**config.mk**
```make
export PLATFORM = sky130hd
export DESIGN_NAME = button_event_decoder
export DESIGN_NICKNAME = d
export VERILOG_FILES = /design/src/rtl/button_event_decoder.sv
export SDC_FILE = /design/constraint.sdc
export NUM_CORES = 1
export LEC_CHECK = 0
export CAP_MARGIN = 10
export CORE_MARGIN = 4
export CORE_UTILIZATION = 64
export CTS_CLUSTER_SIZE = 20
export DETAILED_ROUTE_END_ITERATION = 16
export GPL_TIMING_DRIVEN = 0
export PLACE_DENSITY = 0.84
export SLEW_MARGIN = 15
export SYNTH_ARGS = -nofsm -noshare
export SYNTH_HDL_FRONTEND = slang
export SYNTH_SLANG_ARGS = --single-unit
```
**constraint.sdc**
```tcl
create_clock -name clk -period 3.35 [get_ports clk]
set_input_delay 0.335 -clock clk [delete_from_list [all_inputs] [get_ports clk]]
set_output_delay 0.335 -clock clk [all_outputs]
set_load 0.005 [all_outputs]
```
**src/rtl/button_event_decoder.sv**
```systemverilog
// rtl/button_event_decoder.sv - debounced push-button event decoder
// Self-timed sampler plus press/release/long/repeat classifier for one raw button.
module button_event_decoder #(
  parameter int TICK_DIV     = 25_000_000,
  parameter int LONG_TICKS   = 8,
  parameter int REPEAT_TICKS = 2
) (
  input  logic clk,
  input  logic rst_n,
  input  logic btn_in,
  output logic tick,
  output logic level,
  output logic press_pulse,
  output logic release_pulse,
  output logic long_pulse,
  output logic repeat_pulse
);

  localparam int DIV_W   = $clog2(TICK_DIV);
  localparam int CNT_TOP = (LONG_TICKS > REPEAT_TICKS) ? LONG_TICKS : REPEAT_TICKS;
  localparam int CNT_N   = (CNT_TOP > 2) ? CNT_TOP : 2;
  localparam int CNT_W   = $clog2(CNT_N);

  localparam logic [DIV_W-1:0] DIV_LAST  = DIV_W'(TICK_DIV - 1);
  localparam logic [CNT_W-1:0] LONG_LAST = CNT_W'(LONG_TICKS - 1);
  localparam logic [CNT_W-1:0] REP_LAST  = CNT_W'((REPEAT_TICKS == 0) ? 0 : REPEAT_TICKS - 1);
  localparam logic [CNT_W-1:0] CNT_SAT   = '1;

  typedef enum logic [1:0] {
    IDLE    = 2'd0,
    PRESSED = 2'd1,
    LONG    = 2'd2
  } state_t;

  logic [DIV_W-1:0] div_cnt_q, div_cnt_d;
  logic             s1_q, s2_q, q1_q, q2_q;
  state_t           state_q;
  logic [CNT_W-1:0] hold_cnt_q, rep_cnt_q;
  logic             level_q, press_q, release_q, long_q, repeat_q;
  logic             both1, both0;

  assign tick      = (div_cnt_q == DIV_LAST);
  assign div_cnt_d = tick ? '0 : div_cnt_q + DIV_W'(1);

  always_ff @(posedge clk or negedge rst_n) begin
    if (!rst_n) begin
      div_cnt_q <= '0;
      s1_q      <= 1'b0;
      s2_q      <= 1'b0;
      q1_q      <= 1'b0;
      q2_q      <= 1'b0;
    end else begin
      div_cnt_q <= div_cnt_d;
      s1_q      <= btn_in;
      s2_q      <= s1_q;
      if (tick) begin
        q1_q <= s2_q;
        q2_q <= q1_q;
      end
    end
  end

  // Classification uses the sample pair as it stood before this tick's shift.
  assign both1 = q1_q & q2_q;
  assign both0 = ~q1_q & ~q2_q;

  always_ff @(posedge clk or negedge rst_n) begin
    if (!rst_n) begin
      state_q    <= IDLE;
      hold_cnt_q <= '0;
      rep_cnt_q  <= '0;
      level_q    <= 1'b0;
      press_q    <= 1'b0;
      release_q  <= 1'b0;
      long_q     <= 1'b0;
      repeat_q   <= 1'b0;
    end else begin
      press_q   <= 1'b0;
      release_q <= 1'b0;
      long_q    <= 1'b0;
      repeat_q  <= 1'b0;
      if (tick) begin
        case (state_q)
          IDLE: begin
            if (both1) begin
              state_q    <= PRESSED;
              level_q    <= 1'b1;
              press_q    <= 1'b1;
              hold_cnt_q <= '0;
            end
          end
          PRESSED: begin
            if (both0) begin
              state_q   <= IDLE;
              level_q   <= 1'b0;
              release_q <= 1'b1;
            end else if (both1) begin
              if (hold_cnt_q == LONG_LAST) begin
                state_q   <= LONG;
                long_q    <= 1'b1;
                rep_cnt_q <= '0;
              end else if (hold_cnt_q != CNT_SAT) begin
                hold_cnt_q <= hold_cnt_q + CNT_W'(1);
              end
            end
          end
          LONG: begin
            if (both0) begin
              state_q   <= IDLE;
              level_q   <= 1'b0;
              release_q <= 1'b1;
            end else if (both1 && (REPEAT_TICKS != 0)) begin
              if (rep_cnt_q == REP_LAST) begin
                repeat_q  <= 1'b1;
                rep_cnt_q <= '0;
              end else if (rep_cnt_q != CNT_SAT) begin
                rep_cnt_q <= rep_cnt_q + CNT_W'(1);
              end
            end
          end
          default: begin
            state_q    <= IDLE;
            level_q    <= 1'b0;
            hold_cnt_q <= '0;
            rep_cnt_q  <= '0;
          end
        endcase
      end
    end
  end

  assign level         = level_q;
  assign press_pulse   = press_q;
  assign release_pulse = release_q;
  assign long_pulse    = long_q;
  assign repeat_pulse  = repeat_q;

endmodule

```
==> metrics.md <==
| Metric | Value |
|---|---|
| Setup WS pre-CTS | approximately 0.31 ns |
| Hold/Removal Path Class | register to register |
| Nets | 227 |
| Placeable Area | roughly 3100 µm² |
| Clock transition at path regs | between 0.1 and 0.15 ns |
| Starting Density | 0.670 |
| Pins over their slew limit | 0 |
| R2R Path End | rep_cnt_q[0] |
| Placer Congestion | between 0.8 and 0.9 |
| Register area | between 1000 and 1500 µm² |
| Worst vdd ir | about 0.39 mV |
| Setup Skew | roughly 0.012 ns |
| Final period util | 0.924 |
| Vias in the first global route | between 1.5k and 2k |
| Crit Path Max Fanout | 10 |
| Initial antenna violation count | 0 |
| Flops & latches, synth | 42 |
| Synth Instances | 199 |
| CTS tree | built |
| Total die area | ~4200 µm² |
| CP endpoint | tick |
| Worst Setup End Kind | output pin |
| FILL cells | roughly 210 |
| Setup violators final | 0 |
| Via count | around 1.5k |
| First-pass GRT wire length | roughly 7300 µm |
| Clock latency on the worst-skew pair | 0.36 ns |
| Fraction of layout cells with a size suffix above 1 | 0.0833 |
| Num CTS Buffers | 5 |
| Max_cap viols | 0 |
| Final TNS setup | 0 ns |
| Floorplan row count | 20 |
| CP Class | register to output pin |
| Unrepaired setup endpoints after global routing | false |
| Max_slew headroom | 0.334 |
| Area growth syn-to-layout | 12.2% |
| Avg Cell Area, Syn | between 10 and 15 µm² |
| Reg2Reg Setup Slack | slightly below 1 ns |
| Largest net degree at the start of global routing | 26 |
| Aggregate global-route resource usage | 0.229 |
| Netlist Area Pre-Place | between 2000 and 2500 µm² |
| R2R cell count | 6 |
| # IOs | 9 |
| PD cells | between 300 and 400 nW/µm² |
| Routed WL | about 3900 µm |
| Element type at the critical path start | register |
| Area occupied by multi-input gates | 943 µm² |
| Post-CTS setup buffers | 0 |
| Die H | roughly 65 µm |
| PortBufs | 8 |
| Worst Max-Slew Pin Slew | 0.991 ns |
| Drc violations | 0 |
| Clk buf depth | 2 |
| Initial DRC Count | 119 |
| Clock net sink count | 42 |
| Final WS setup | between 0.2 and 0.3 ns |
| Detailed Routing Iterations Pass 1 | 4 |
| Yosys cell types | 34 |
| H-tree levels | 2 |
| Antenna cells | 0 |
| Post-DP HPWL | 2930 µm |
| Routed Antenna Nets | 0 |
| Clk root buf | clkbuf_4 |
| Seq/Total Area, Yosys | 0.514 |
| Crit path launch | div_cnt_q[0] |
| Ys Warns | 0 |
| Net Count, Synth | ~210 |
| Pleak | ~0.0011 µW |
| GR Overflow Total | 0 |
| Final Util | 0.751 |
| F_max | ~320 MHz |
| Status | complete, no violations |
| Reg-to-Reg Start | div_cnt_q[0] |
| Vias per inst | around 5.9 |
| DR WL/cell | 15.2 µm |
| Hold Fails Final Rpt | 0 |
| WP data arrival | 2.76 ns |
| CP required | around 3 ns |
| Crit path time final | roughly 3.1 ns |
| Die width | ~65 µm |
==> metal layers <==
metal	share of wire	global-route usage	vias to the layer above
li1	-	-	734
met1	0.42	0.273	751
met2	0.52	0.385	47
met3	0.050	0.0711	9
met4	0.019	0.0897	0
met5	0	0	-
==> cell usage in the layout, fill, tap and decap left out, types with 3 or more instances in the layout <==
| cell | netlist | layout |
|---|---|---|
| o21ai_0 | 12 | 12 |
| ha_1 | 9 | 9 |
| xnor2_1 | 7 | 7 |
| nor3_1 | 5 | 5 |
| clkbuf_8 | 0 | 3 |
| xor2_1 | 16 | 16 |
| nand4_1 | 11 | 11 |
| a31oi_1 | 6 | 6 |
| nor2_1 | 20 | 20 |
| dfrtp_1 | 42 | 42 |
| nor4_1 | 4 | 4 |
| inv_1 | 10 | 9 |
| nand2_1 | 15 | 15 |
| and3_1 | 6 | 6 |
| clkdlybuf4s50_1 | 0 | 7 |
| clkbuf_4 | 0 | 5 |
| nand3_1 | 8 | 8 |
| nand2b_1 | 4 | 4 |
==> state kept, by name (all words and copies together) (netlist names) <==
signal and flops:
q2_q 1, repeat_pulse 1, long_pulse 1, press_pulse 1
s2_q 1, s1_q 1, q1_q 1, state_q 2
level 1, rep_cnt_q 3, hold_cnt_q 3, release_pulse 1
div_cnt_q 25
==> repair_timing <==
action | CTS | global route
gates resized for setup | 2 | 1
endpoints found under the hold margin | 17 | 0
gates cloned | 0 | 0
hold buffers | 1 | 0
setup endpoints to repair | 1 | 1
==> worst min-delay path by stage <==
stage               start           end  slack (ns)  cells past startpoint
floorplan           rst_n  div_cnt_q[0]        0.04                      0
global placement     s1_q          s2_q        0.33                      0
CTS                  s1_q          s2_q        0.37                      0
global route         s1_q          s2_q        0.39                      0
detailed placement  rst_n  div_cnt_q[2]        0.31                      1
finish               s1_q          s2_q        0.37                      0
==> cell type report <==
class / instances / share of cell area
Clock buffer: 8 / 0.0344
Tap cell: 44 / 0.0240
Inverter: 10 / 0.0164
Sequential cell: 42 / 0.458
Timing Repair Buffer: 10 / 0.0491
Multi-Input combinational cell: 144 / 0.411
Buffer: 2 / 0.00655
==> per-stage QoR <==
| stage | hold WS [ns] | cells | total power, µW | instance area [µm²] |
|---|---|---|---|---|
| after floorplan | 0.0394 | 199 | 518 | 2040 |
| after global routing | 0.386 | 260 | 866 | 2290 |
| after detailed placement | 0.307 | 252 | 534 | 2200 |
| after global placement | 0.334 | 251 | 530 | 2180 |
| final | 0.367 | 260 | 829 | 2290 |
| after CTS | 0.371 | 260 | 836 | 2290 |
==> cells by family after synthesis <==
| family | share of synthesized area |
|---|---|
| buffers and inverters | 0.0263 |
| DFF | 0.514 |
| and+or+nand+nor | 0.229 |
| adders and majority gates | 0.0551 |
| muxes | 0.00979 |
| AOI/OAI and AO/OA | 0.0667 |
| xor gates and xnor gates | 0.0985 |
==> synth_stat cells <==
cell type  instances  area share
nor2b_1            2      0.0061
and4_2             1      0.0049
nor4_1             4       0.012
nand4_1           11       0.034
buf_4              1      0.0037
clkbuf_1           1      0.0018
and4_1             1      0.0043
nand4_2            1      0.0061
nand2b_1           4       0.012
a21boi_0           1      0.0037
nor4b_1            1      0.0043
buf_2              1      0.0024
and3_1             6       0.018
or4_1              1      0.0037
or3_1              1      0.0031
ha_1               9       0.055
or4_4              2       0.011
nand2_1           15       0.028
dfrtp_1           42        0.51
nor3_1             5       0.012
a2bb2oi_1          1      0.0043
nand3b_1           1      0.0037
mux2i_1            2      0.0098
inv_1             10       0.018
nand3_1            8       0.020
xnor2_1            7       0.030
nor2_1            20       0.037
xor2_1            16       0.069
o31ai_1            2      0.0073
and2_1             2      0.0061
o21ai_0           12       0.029
o21a_1             1      0.0037
a31oi_1            6       0.018
or3_2              1      0.0037
==> worst max-delay path: stages (launching register included) <==
cell             delay (ns)
dfrtp_1                0.41
ha_1                   0.23
and4_1                 0.29
nand4_1                0.19
or3_4                  0.50
inv_2                  0.11
buf_4                  0.17
clkdlybuf4s50_1        0.51
==> where the power goes <==
part | total, µW | internal (µW) | switching, µW
logic | 15.8 | 5.45 | 10.4
clock network | 305 | 144 | 162
registers | 508 | 508 | 0.287
total | 829 | 657 | 173
(Power assumes the default switching activity.)
